<file path="src/rtl/processor_pkg.sv">
// Shared definitions for the memory stage: FSM state encoding, default widths
// and the hardwired-zero register index.
package processor_pkg;

  typedef enum logic {
    IDLE = 1'b0,
    BUSY = 1'b1
  } state_t;

  localparam int DATA_W_DEF = 16;
  localparam int REG_W_DEF  = 4;
  localparam int R0_IDX     = 0;

endpackage

</file>
<file path="src/rtl/mem_handshake_fsm.sv">
// Data-memory handshake controller: IDLE/BUSY state, wait counter, request,
// back-pressure and timeout abort.
module mem_handshake_fsm
  import processor_pkg::*;
#(
  parameter int TIMEOUT = 15
) (
  input  logic clk,
  input  logic rst,
  input  logic start,
  input  logic mem_ack,
  output logic mem_req,
  output logic stall_out,
  output logic done,
  output logic mem_err
);

  localparam int CNT_W = $clog2(TIMEOUT + 1);

  state_t             state, state_nxt;
  logic [CNT_W-1:0]   cnt, cnt_nxt;
  logic               abort;

  always_ff @(posedge clk) begin
    if (!rst) begin
      state   <= IDLE;
      cnt     <= '0;
      mem_err <= 1'b0;
    end else begin
      state   <= state_nxt;
      cnt     <= cnt_nxt;
      mem_err <= abort;
    end
  end

  always_comb begin
    state_nxt = state;
    cnt_nxt   = cnt;
    abort     = 1'b0;
    done      = 1'b0;
    stall_out = 1'b0;
    mem_req   = 1'b0;
    case (state)
      IDLE: begin
        if (start) begin
          state_nxt = BUSY;
          cnt_nxt   = '0;
        end
      end
      BUSY: begin
        mem_req = 1'b1;
        if (mem_ack) begin
          done    = 1'b1;
          cnt_nxt = '0;
          // A memory op accepted in the ack cycle keeps the request up
          if (!start) state_nxt = IDLE;
        end else begin
          stall_out = 1'b1;
          if (cnt == CNT_W'(TIMEOUT - 1)) begin
            abort     = 1'b1;
            state_nxt = IDLE;
            cnt_nxt   = '0;
          end else begin
            cnt_nxt = cnt + 1'b1;
          end
        end
      end
      default: state_nxt = IDLE;
    endcase
  end

endmodule

</file>
<file path="src/rtl/memory_cycle.sv">
// Memory pipeline stage: issues loads/stores and owns the writeback registers.
// Optional macro MEM_FWD_EN adds fwd_valid/fwd_rd/fwd_data forwarding outputs.
module memory_cycle
  import processor_pkg::*;
#(
  parameter int DATA_W  = DATA_W_DEF,
  parameter int REG_W   = REG_W_DEF,
  parameter int TIMEOUT = 15
) (
  input  logic              clk,
  input  logic              rst,
  input  logic              in_valid,
  input  logic [DATA_W-1:0] aluout,
  input  logic [DATA_W-1:0] b,
  input  logic [REG_W-1:0]  rdout,
  input  logic              memread,
  input  logic              memwrite,
  input  logic              regwrite,
  input  logic              flush,
  output logic              stall_out,
  output logic              mem_req,
  output logic              mem_we,
  output logic [DATA_W-1:0] mem_addr,
  output logic [DATA_W-1:0] mem_wdata,
  input  logic [DATA_W-1:0] mem_rdata,
  input  logic              mem_ack,
  output logic              wb_valid,
  output logic              wb_regwrite,
  output logic [REG_W-1:0]  wb_rd,
  output logic [DATA_W-1:0] wb_data,
  output logic              mem_err
`ifdef MEM_FWD_EN
  ,
  output logic              fwd_valid,
  output logic [REG_W-1:0]  fwd_rd,
  output logic [DATA_W-1:0] fwd_data
`endif
);

  logic              is_mem, accept, start, done, alu_acc, alu_rw, push;
  logic              we_p1, rw_p1;
  logic [REG_W-1:0]  rd_p1;
  logic              pend_vld_p1, pend_rw_p1;
  logic [REG_W-1:0]  pend_rd_p1;
  logic [DATA_W-1:0] pend_data_p1;
  logic              nxt_vld, nxt_rw;
  logic [REG_W-1:0]  nxt_rd;
  logic [DATA_W-1:0] nxt_data;

  assign is_mem  = memread | memwrite;
  assign accept  = in_valid & ~flush & ~stall_out;
  assign start   = accept & is_mem;
  assign alu_acc = accept & ~is_mem;
  assign alu_rw  = regwrite & (rdout != REG_W'(R0_IDX));
  // An ALU op accepted while an older result is leaving waits one slot
  assign push    = alu_acc & (done | pend_vld_p1);

  mem_handshake_fsm #(.TIMEOUT(TIMEOUT)) u_fsm (
    .clk      (clk),
    .rst      (rst),
    .start    (start),
    .mem_ack  (mem_ack),
    .mem_req  (mem_req),
    .stall_out(stall_out),
    .done     (done),
    .mem_err  (mem_err)
  );

  assign mem_we = mem_req & we_p1;

  always_comb begin
    nxt_vld  = 1'b0;
    nxt_rw   = 1'b0;
    nxt_rd   = wb_rd;
    nxt_data = wb_data;
    if (done) begin
      nxt_vld  = 1'b1;
      nxt_rw   = rw_p1;
      nxt_rd   = rd_p1;
      nxt_data = we_p1 ? mem_wdata : mem_rdata;
    end else if (pend_vld_p1) begin
      nxt_vld  = 1'b1;
      nxt_rw   = pend_rw_p1;
      nxt_rd   = pend_rd_p1;
      nxt_data = pend_data_p1;
    end else if (alu_acc) begin
      nxt_vld  = 1'b1;
      nxt_rw   = alu_rw;
      nxt_rd   = rdout;
      nxt_data = aluout;
    end
  end

  // Stage p1: latched memory op and writeback registers
  always_ff @(posedge clk) begin
    if (!rst) begin
      mem_addr    <= '0;
      mem_wdata   <= '0;
      we_p1       <= 1'b0;
      rw_p1       <= 1'b0;
      rd_p1       <= '0;
      pend_vld_p1 <= 1'b0;
      wb_valid    <= 1'b0;
      wb_regwrite <= 1'b0;
      wb_rd       <= '0;
      wb_data     <= '0;
    end else begin
      if (start) begin
        mem_addr  <= aluout;
        mem_wdata <= b;
        we_p1     <= memwrite;
        rw_p1     <= alu_rw & ~memwrite;
        rd_p1     <= rdout;
      end
      pend_vld_p1 <= push;
      wb_valid    <= nxt_vld;
      wb_regwrite <= nxt_rw;
      wb_rd       <= nxt_rd;
      wb_data     <= nxt_data;
    end
  end

  always_ff @(posedge clk) begin
    if (push) begin
      pend_rw_p1   <= alu_rw;
      pend_rd_p1   <= rdout;
      pend_data_p1 <= aluout;
    end
  end

`ifdef MEM_FWD_EN
  assign fwd_valid = wb_valid & wb_regwrite;
  assign fwd_rd    = wb_rd;
  assign fwd_data  = wb_data;
`endif

endmodule

</file>
<file path="config.mk">
export PLATFORM = sky130hd
export DESIGN_NAME = memory_cycle
export DESIGN_NICKNAME = d
export VERILOG_FILES = /design/src/rtl/processor_pkg.sv /design/src/rtl/mem_handshake_fsm.sv /design/src/rtl/memory_cycle.sv
export SDC_FILE = /design/constraint.sdc
export NUM_CORES = 1
export LEC_CHECK = 0
export ABC_AREA = 1
export BUFFER_PORTS_ARGS = -buffer_cell sky130_fd_sc_hd__buf_2
export CELL_PAD_IN_SITES_DETAIL_PLACEMENT = 1
export CELL_PAD_IN_SITES_GLOBAL_PLACEMENT = 1
export CORE_MARGIN = 4
export CORE_UTILIZATION = 25
export CTS_CLUSTER_DIAMETER = 150
export DETAILED_ROUTE_END_ITERATION = 10
export GPL_TIMING_DRIVEN = 0
export PLACE_DENSITY = 0.6
export SLEW_MARGIN = 20
export SYNTH_ARGS = -nofsm -noshare
export SYNTH_HDL_FRONTEND = slang
export SYNTH_SLANG_ARGS = --single-unit
</file>
<file path="constraint.sdc">
create_clock -name clk -period 3.3 [get_ports clk]
set_clock_uncertainty 0.1 [all_clocks]
set_input_delay 0.495 -clock clk [delete_from_list [all_inputs] [get_ports clk]]
set_output_delay 0.495 -clock clk [all_outputs]
set_load 0.02 [all_outputs]
</file>
==> impl_results.md, run 1 <==
* Met1 track demand over resource at 21.41%
* Cts hold-fix bufs at 0
* Cell row count at 45
* # DRC at 0
* GRT met3 Usage at 4.183%
* Leakage at 2.331 nW
* Worst min path class: primary input to flop
* Final setup vio count at 0
* Ys Warns at 0
* TritonCTS Buffers at 9
* H-tree depth at 3
* Maximum vdd ir drop at 250.8 µV
* Global routing usage on met2 at 24.73%
* # IOs at 118
* Setup crit end kind: flop
* Final setup TNS at 0 ps
* Most frequent cell after synthesis: nand2_1
* Global-route wire length before repair at 21650 µm
* Core ar. at 0.01520 mm²
* Post-CTS Setup Repair Bufs at 0
* Clock transition at path regs at 60 ps
* Final Hold Fails at 0
* Sequential standard cell area at 0.001972 mm²
* Mapped Cells at 513
* Synthesized cell area at 0.003882 mm²
* Final GP Congestion at 0.7783
* Port bufs at 117
* Synth top area share at 34.55%
* Netlist cell types at 29
* Layout fillers at 1905
* Crit path time final at 2218 ps
* Worst-Margin Slew at 617.2 ps
* Data arrival time of the worst path at 2160 ps
* Clk sinks at 88
* Worst Path Required at 3250 ps
* RSZ-0062 raised after global routing: no
* ANT nets after route at 0
* Synth Register Bits at 88
* CTS tree: yes
* Routed len/inst at 16.35 µm
* Die height at 132.6 µm
* # nets final at 704
* Worst-case clock buffer depth at 2
* DR vias at 3758
* Pwr dens at 504.8 mW/mm²
* Worst-path fanout max at 14
* Sequential cell area fraction in the yosys report at 50.79%
* Startpoint types: flop
* Run status: finished, final reports clean
* Crit Path Class: flop to flop
* Final core utilization at 33.09%
* Initial antenna violation count at 0
* Clock root buffer: clkbuf_16
* DR vias/cell at 4.495
* Die area at 0.01759 mm²
* Max-cap violations at 0
* Final worst path period share at 67.22%
* Routed WL at 13670 µm
* Synth cell count leaders: nand2_1, dfxtp_1, nor2_1
* Area Overhead vs Synth at 29.58%
* GRT busiest layer: met2
* Post-Syn Nets at 575
* Syn avg cell area at 7.568 µm²
* Total gr overflow at 0
* Top cells by area, synth: dfxtp_1, nand2_1, edfxtp_1
* Area of the multi-input gates at 0.001665 mm²
* Cells resized by post-CTS repair at 0
* Slew HR at 58.85%
* Initial core utilization at 25.54%
* Vias in the first global route at 3966
* Asr flop ratio synth at 0%
* Total GRT Usage at 15.81%
* Max Slew Vio Count at 0
* FMAX at 0.4508 GHz
* Clk Latency, worst-skew pair at 340 ps
* First-pass iteration count of the detailed router at 4
* DR iter-0 viols at 121
* DP HPWL at 10700 µm
* Pin count of the biggest net entering global routing at 15
* Die W at 132.6 µm
* Number of synthesized flops with an enable pin at 21
* Ratio of cells with drive above 1 in the final layout at 24.73%
* Post-synth top area cell: dfxtp_1
* Primary FF master, synth: dfxtp_1
==> cell families after synthesis <==
| kind of cell | after synthesis | synth area share (%) |
|---|---|---|
| adders and majority gates | 2 | 0.6444 |
| AOI/OAI and AO/OA | 79 | 10.25 |
| xor gates and xnor gates | 1 | 0.2256 |
| and+or+nand+nor | 289 | 31.71 |
| buffers and inverters | 54 | 6.381 |
| DFF | 88 | 50.79 |
==> final timing paths <==
check,from,endpoint,slack [ps],cells after the start
max,u_fsm.state$_SDFF_PN0_,pend_rd_p1[3]$_DFFE_PP_,1080,6
max reg2reg,u_fsm.state$_SDFF_PN0_,pend_rd_p1[3]$_DFFE_PP_,1080,6
min,aluout[6],pend_data_p1[6]$_DFFE_PP_,250,1
min reg2reg,mem_addr[7]$_SDFFE_PN0P_,mem_addr[7]$_SDFFE_PN0P_,370,2
==> layout by cell type, fill, tap and decap left out, types with 2 or more instances in the layout <==
| cell type | Yosys | layout |
|---|---|---|
| o21ai_1 | 2 | 2 |
| inv_1 | 21 | 21 |
| nand3_1 | 16 | 16 |
| nor2_1 | 57 | 56 |
| buf_6 | 3 | 4 |
| clkbuf_1 | 11 | 13 |
| nor3_1 | 2 | 2 |
| nor2_2 | 1 | 2 |
| nand2_1 | 187 | 187 |
| dfxtp_1 | 67 | 67 |
| buf_2 | 13 | 130 |
| a21oi_1 | 44 | 44 |
| buf_1 | 2 | 2 |
| inv_2 | 2 | 2 |
| o21ai_0 | 32 | 32 |
| nand2_2 | 2 | 2 |
| clkbuf_16 | 0 | 9 |
| clkbuf_8 | 0 | 3 |
| ha_1 | 2 | 2 |
| edfxtp_1 | 21 | 21 |
| nand3b_1 | 18 | 18 |
==> where the power goes <==
| part | switching (mW) | internal (mW) | leakage [nW] |
|---|---|---|---|
| clock network | 0.419 | 0.650 | 0.149 |
| logic | 0.198 | 0.111 | 1.45 |
| registers | 0.0218 | 1.14 | 0.735 |
| total | 0.639 | 1.90 | 2.33 |
==> state kept, by name, summed over array words and instances, names as in the netlist, 4 cells and up <==
register      cells
mem_addr         16
mem_wdata        16
pend_data_p1     16
pend_rd_p1        4
rd_p1             4
u_fsm.cnt         4
wb_data          16
wb_rd             4
==> routing by layer <==
| metal | part of all wire, % | vias to the layer above |
|---|---|---|
| li1 | - | 1905 |
| met5 | 0 | - |
| met3 | 5.4 | 11 |
| met2 | 44 | 101 |
| met4 | 1.4 | 0 |
| met1 | 49 | 1741 |
==> worst max-delay path: stages, from the launching register on <==
cell	delay (ps)
dfxtp_1	430
nand2_2	220
inv_4	190
nor2_8	60
buf_2	210
nor2_2	440
buf_6	260
==> area by class of cell <==
class | count | share of cell area (%)
tap | 188 | 4.675
clock inverter | 2 | 0.7461
inverter | 24 | 1.840
antenna | 1 | 0.04974
multi-input combinational | 371 | 33.10
sequential | 88 | 39.19
buffer | 30 | 3.084
timing repair buffer | 118 | 11.86
clock buffer | 14 | 5.446
==> stage by stage <==
stage               power, mW  worst slack [ps]  instances  hold WS, ps  cell area [µm²]
global placement        1.493             16.67        818        352.4             4703
floorplan               1.361             849.9        513        341.3             3882
global route            2.676             975.8        835        237.2             5029
CTS                     2.586              1051        835        237.7             5029
finish                  2.540              1082        836        254.6             5031
detailed placement      1.499             819.9        819        355.5             4717
Power figures use the tool's default switching activity.
==> run 2, diff against run 1 <==
- PLACE_DENSITY: 0.6 -> 0.62
- clock period: 3.3 -> 1.8 ns (I/O delays scaled with it)
==> run 2 against run 1 <==
Via count increased by 0.75%. Combinational power increased by 88%. Worst setup slack worse by 960 ps. Routed wire length grew 2.6%. Critical endpoint is now pend_data_p1[4]$_DFFE_PP_. Highest routed layer is now met5.
==> impl_results.md, run 2 (synthesis gave the netlist of run 1 again) <==
* Run status: finished, final reports clean
* H-tree depth at 3
* Routed len/inst at 16.72 µm
* Highest Signal Layer: met5
* RSZ-0062 raised after global routing: yes
* Cts hold-fix bufs at 0
* Die W at 132.6 µm
* Worst Path Required at 1760 ps
* DP Worst Slack at -402.3 ps
* CTS tree: yes
* Initial core utilization at 25.54%
* # IOs at 118
* CP max-delay cell: dfxtp_2
* Max Slew Vio Count at 0
* DP HPWL at 10620 µm
* Met3 WL post-DR at 669 µm
* Placed Cells at 818
* Worst-case clock buffer depth at 2
* Clock transition at path regs at 70 ps
* Clk Latency, worst-skew pair at 340 ps
* # DRC at 0
* Total GRT Usage at 16.00%
* DR iter-0 viols at 242
* Final worst path period share at 93.17%
* Most common cell after layout, fill and taps aside: nand2_1
* Worst path most repeated cell: buf_4
* Most frequent cells in the layout: nand2_1, buf_2, dfxtp_1
* Crit Path Class: flop to flop
* Crit-path max cell delay at 360 ps
* Routed WL at 14030 µm
* Total gr overflow at 0
* # nets final at 708
* Slew HR at 57.52%
* Pin count of the biggest net entering global routing at 16
* Diodes inserted at 0
* Final setup vio count at 0
* Data arrival time of the worst path at 1640 ps
* Worst-path fanout max at 11
* Final GP Congestion at 0.7748
* FMAX at 0.5963 GHz
* Final core utilization at 33.70%
* Reg2reg path depth at 5
* Total power at 4.873 mW
* Startpoint types: flop
* DR vias at 3786
* First-pass iteration count of the detailed router at 4
* Maximum vdd ir drop at 403.9 µV
* Met1 Wirelength at 6724 µm
* Die area at 0.01759 mm²
* Initial antenna violation count at 1
* Pwr dens at 951.0 mW/mm²
* Leakage at 2.384 nW
* Port bufs at 117
* TritonCTS Buffers at 9
* Vias in the first global route at 4022
* Post-Layout Cell Count at 839
* Final Hold Fails at 0
* Ratio of cells with drive above 1 in the final layout at 25.81%
* Crit path time final at 1677 ps
* Die height at 132.6 µm
* Setup crit end kind: flop
* Area Overhead vs Synth at 31.97%
* Worst-Margin Slew at 637.2 ps
* DR vias/cell at 4.513
* Core ar. at 0.01520 mm²
* Max-cap violations at 0
* Met2 wire len at 6376 µm
* Clock root buffer: clkbuf_16
* Worst min path class: primary input to flop
* Final setup TNS at 0 ps
* Clk sinks at 88
* ANT nets after route at 0
* Cell row count at 45
* Global-route wire length before repair at 22140 µm
* Setup ws final at 123.0 ps
* Crit path cell chain: nand2_2 -> nand3_2 -> buf_4 -> nor2_4 -> buf_4
* Hold depth at 1
==> run 2: cell count changes in the layout (fill, tap and decap cells not counted), moves of 2 or more <==
cell / previous run / this run
clkbuf_8: 3 / 0
nor2_4: 0 / 2
bufinv_16: 1 / 3
clkbuf_1: 13 / 11
buf_2: 130 / 127
clkbuf_4: 0 / 2
buf_4: 1 / 6
clkinv_2: 0 / 2
==> run 2: area by class of cell <==
class                           instances  area, µm²
Buffer                                 30      167.7
Timing Repair Buffer                  121      628.1
Inverter                               24      95.09
Fill cell                            1922      10080
Tap cell                              188      235.2
Clock buffer                           10      229.0
Clock inverter                          6      108.9
Multi-Input combinational cell        372       1687
Sequential cell                        88       1973
==> run 2: repair_timing <==
action	in CTS	in global routing
resized for setup	3	8
cloned	1	0
setup endpoints to repair	25	20
pin swaps	2	0
buffers inserted	4	0
==> run 2: worst paths after layout <==
path	from	endpoint	slack (ps)
max	u_fsm.state$_SDFF_PN0_	pend_data_p1[4]$_DFFE_PP_	120
min	aluout[6]	pend_data_p1[6]$_DFFE_PP_	30
max reg2reg	u_fsm.state$_SDFF_PN0_	pend_data_p1[4]$_DFFE_PP_	120
min reg2reg	mem_addr[9]$_SDFFE_PN0P_	mem_addr[9]$_SDFFE_PN0P_	360
==> run 2: through the flow <==
stage | instance area (µm²) | hold slack, ps
after global routing | 5124 | 20.51
after CTS | 5106 | 23.03
after floorplan | 3891 | 268.9
after global placement | 4712 | 352.6
final | 5124 | 32.49
after detailed placement | 4712 | 357.7
==> run 2: report_power, final <==
group | switching, mW | total (mW) | internal (mW)
Clock | 0.809 | 2.16 | 1.36
Combinational | 0.371 | 0.578 | 0.207
Sequential | 0.0403 | 2.13 | 2.09
==> run 2: critical path: cells and delay by family (launching register included) <==
family	cells	cell delay, ps
buffers and inverters	2	440
DFF	1	360
and+or+nand+nor	3	500
==> run 2: metal layers <==
layer,up-vias,global-route usage [%]
met2,96,25.52
met3,17,3.764
met4,2,4.619
met5,-,0
met1,1762,21.66
li1,1909,-
==> run 3, diff against run 2 <==
- SYNTH_HIERARCHICAL: unset -> 1
==> run 3 against run 2 <==
Utilization grew 0.25 points. First-iteration DRC count down 5.0%. Hold slack lost 4.9 ps. Synthesized cell count rose by 0.39%. Die area increased by 2.6%. Area after synthesis up 2.7%. Maximum frequency fell by 1.9%. Cell area rose by 2.2%. Via count down 0.24%. Critical path type is now flop to output pin.
==> impl_results.md, run 3 <==
* Run status: finished, final reports clean
* H-tree depth at 3
* CP startpoint: we_p1$_SDFFE_PN0P_
* Top cells by area, synth: dfxtp_1, edfxtp_1, nor2_1
* Layout fillers at 1919
* Number of synthesized flops with an enable pin at 21
* FMAX at 0.5848 GHz
* CP endpoint: mem_we
* Clk sinks at 88
* Most common cell after layout, fill and taps aside: nor2_1
* # IOs at 118
* TritonCTS Buffers at 9
* Most frequent cells in the layout: nor2_1, buf_2, nand2_1
* Final Hold Fails at 0
* ANT nets after route at 0
* Total gr overflow at 0
* Flop2flop setup slack at 100 ps
* Synth top area share at 33.63%
* Reg2reg start: u_fsm/state$_SDFF_PN0_
* Core ar. at 0.01543 mm²
* # DRC at 0
* Vias in the first global route at 3941
* Worst-case clock buffer depth at 2
* Initial antenna violation count at 0
* Ys Warns at 6
* Max Slew Vio Count at 0
* Most frequent cell after synthesis: nor2_1
* Port bufs at 117
* R2r endpoint: pend_data_p1[12]$_DFFE_PP_
* GRT busiest layer: met2
* Synthesized cell area at 0.003989 mm²
* Final setup vio count at 0
* Initial core utilization at 25.86%
* Asr flop ratio synth at 0%
* Area Overhead vs Synth at 31.34%
* Syn avg cell area at 7.745 µm²
* CP Depth at 5
* Clock root buffer: clkbuf_16
* Final setup TNS at 0 ps
* Routed WL at 14240 µm
* DP Worst Slack at -256.5 ps
* Post-Syn Nets at 577
* Clock transition at path regs at 70 ps
* Startpoint types: flop
* Cell row count at 45
* Maximum vdd ir drop at 450.1 µV
* Netlist cell types at 32
* Crit path cell chain: clkbuf_4 -> buf_4 -> nand2_1 -> inv_1 -> buf_2
* Worst-Margin Slew at 538.0 ps
* Crit-path max cell delay at 310 ps
* CP max-delay cell: dfxtp_1
* Die area at 0.01804 mm²
* Met1 track demand over resource at 21.16%
* Leakage at 2.375 nW
* Pwr dens at 919.7 mW/mm²
* DR vias/cell at 4.377
* DP HPWL at 11030 µm
* Largest delay share family, worst path: buffers and inverters
* # nets final at 709
* Total power at 4.818 mW
* Mapped Cells at 515
* Crit path time final at 1710 ps
* Die W at 134.3 µm
* Hold depth at 1
* Slew HR at 64.13%
* Pin count of the biggest net entering global routing at 16
* Final GP Congestion at 0.7719
* Data arrival time of the worst path at 1340 ps
* GRT met3 Usage at 2.551%
* Ratio of cells with drive above 1 in the final layout at 30.37%
* DR iter-0 viols at 230
* Sequential cell area fraction in the yosys report at 49.44%
* First-pass iteration count of the detailed router at 4
* Diodes inserted at 0
* Setup ws final at 89.87 ps
* Crit Path Class: flop to output pin
* Synth cell count leaders: nor2_1, nand2_1, dfxtp_1
* Worst-path fanout max at 10
* Routed len/inst at 16.50 µm
* Global-route wire length before repair at 21760 µm
* Die height at 134.3 µm
* Total GRT Usage at 15.77%
* Worst min path class: primary input to flop
* Global routing usage on met2 at 25.87%
* Reg2reg path depth at 7
* Final worst path period share at 95.01%
* Worst Path Buf+Inv at 4
* Worst Path Required at 1430 ps
* Setup crit end kind: output pin
* CTS tree: yes
* Synth Register Bits at 88
* DR vias at 3777
* Max-cap violations at 0
* Primary FF master, synth: dfxtp_1
* Post-synth top area cell: dfxtp_1
* Clk Latency, worst-skew pair at 350 ps
-- run 3: changes by cell type after synthesis, sizes merged --
| cell | before | now |
|---|---|---|
| nor2 | 59 | 186 |
| nor3 | 2 | 3 |
| a21oi | 44 | 5 |
| buf | 19 | 22 |
| nand2 | 190 | 75 |
| o21ai | 34 | 72 |
| clkbuf | 11 | 6 |
| a21boi | 1 | 0 |
| o21bai | 0 | 1 |
| nand3b | 18 | 16 |
| inv | 24 | 25 |
| nand3 | 18 | 12 |
| or2 | 1 | 0 |
-- run 3: worst min-delay path by stage --
stage | endpoint | start
after floorplan | pend_data_p1[0]$_DFFE_PP_ | aluout[0]
after global placement | rd_p1[0]$_SDFFE_PN0P_ | rd_p1[0]$_SDFFE_PN0P_
after detailed placement | mem_addr[10]$_SDFFE_PN0P_ | mem_addr[10]$_SDFFE_PN0P_
after CTS | pend_data_p1[12]$_DFFE_PP_ | aluout[12]
after global routing | pend_data_p1[12]$_DFFE_PP_ | aluout[12]
final | pend_data_p1[12]$_DFFE_PP_ | aluout[12]
-- run 3: area by class of cell --
| cell class | instances | area, µm² | share of cell area, % |
|---|---|---|---|
| Clock inverter | 7 | 71.32 | 1.361 |
| Tap cell | 211 | 264.0 | 5.039 |
| Timing Repair Buffer | 120 | 633.1 | 12.09 |
| Clock buffer | 9 | 225.2 | 4.299 |
| Inverter | 25 | 101.3 | 1.935 |
| Multi-Input combinational cell | 375 | 1768 | 33.75 |
| Buffer | 28 | 202.7 | 3.869 |
| Sequential cell | 88 | 1973 | 37.66 |
-- run 3: power by group --
group | internal (mW) | leakage, nW | switching (mW)
sequential | 2.11 | 0.738 | 0.0557
clock | 1.08 | 0.139 | 0.853
combinational | 0.263 | 1.50 | 0.459
total | 3.45 | 2.37 | 1.37
-- run 3: per-layer routing --
layer | up-vias | part of all wire (%)
met3 | 13 | 3.9
met1 | 1780 | 47
li1 | 1907 | -
met5 | - | 0
met2 | 77 | 47
met4 | 0 | 1.5
-- run 3: repair_timing --
| action | 4_1_cts | 5_1_grt |
|---|---|---|
| setup endpoints to repair | 23 | 27 |
| hold endpoints to repair | 0 | 0 |
| gates resized for setup | 3 | 5 |
| pin swaps | 1 | 2 |
| buffers inserted | 1 | 2 |
| hold buffers | 0 | 0 |
| cloned | 1 | 0 |
-- run 3: kinds of logic (layout without fill, tap and decap cells) --
| group | after synthesis | in the layout | synth area share (%) |
|---|---|---|---|
| simple gates | 293 | 294 | 32.81 |
| fa+ha+maj | 2 | 2 | 0.6273 |
| buf+inv | 53 | 189 | 7.057 |
| flops | 88 | 88 | 49.44 |
| compound gates | 78 | 78 | 9.849 |
| xor+xnor | 1 | 1 | 0.2196 |
-- run 3: metrics by stage --
stage,hold slack (ps),utilization [%],instance area [µm²],cells
after global routing,16.03,33.96,5239,863
after detailed placement,368.3,31.51,4861,843
after global placement,365.9,31.51,4861,843
after CTS,13.83,33.67,5194,861
final,27.57,33.96,5239,863
after floorplan,268.9,-,4011,515
-- run 3: worst reg2reg max path: stages (launching register included) --
cell and delay [ps]:
dfxtp_2 360, inv_4 90, nor2_8 50, nor2_4 140, nand3_4 190, buf_6 220
nor2_4 140, buf_12 140
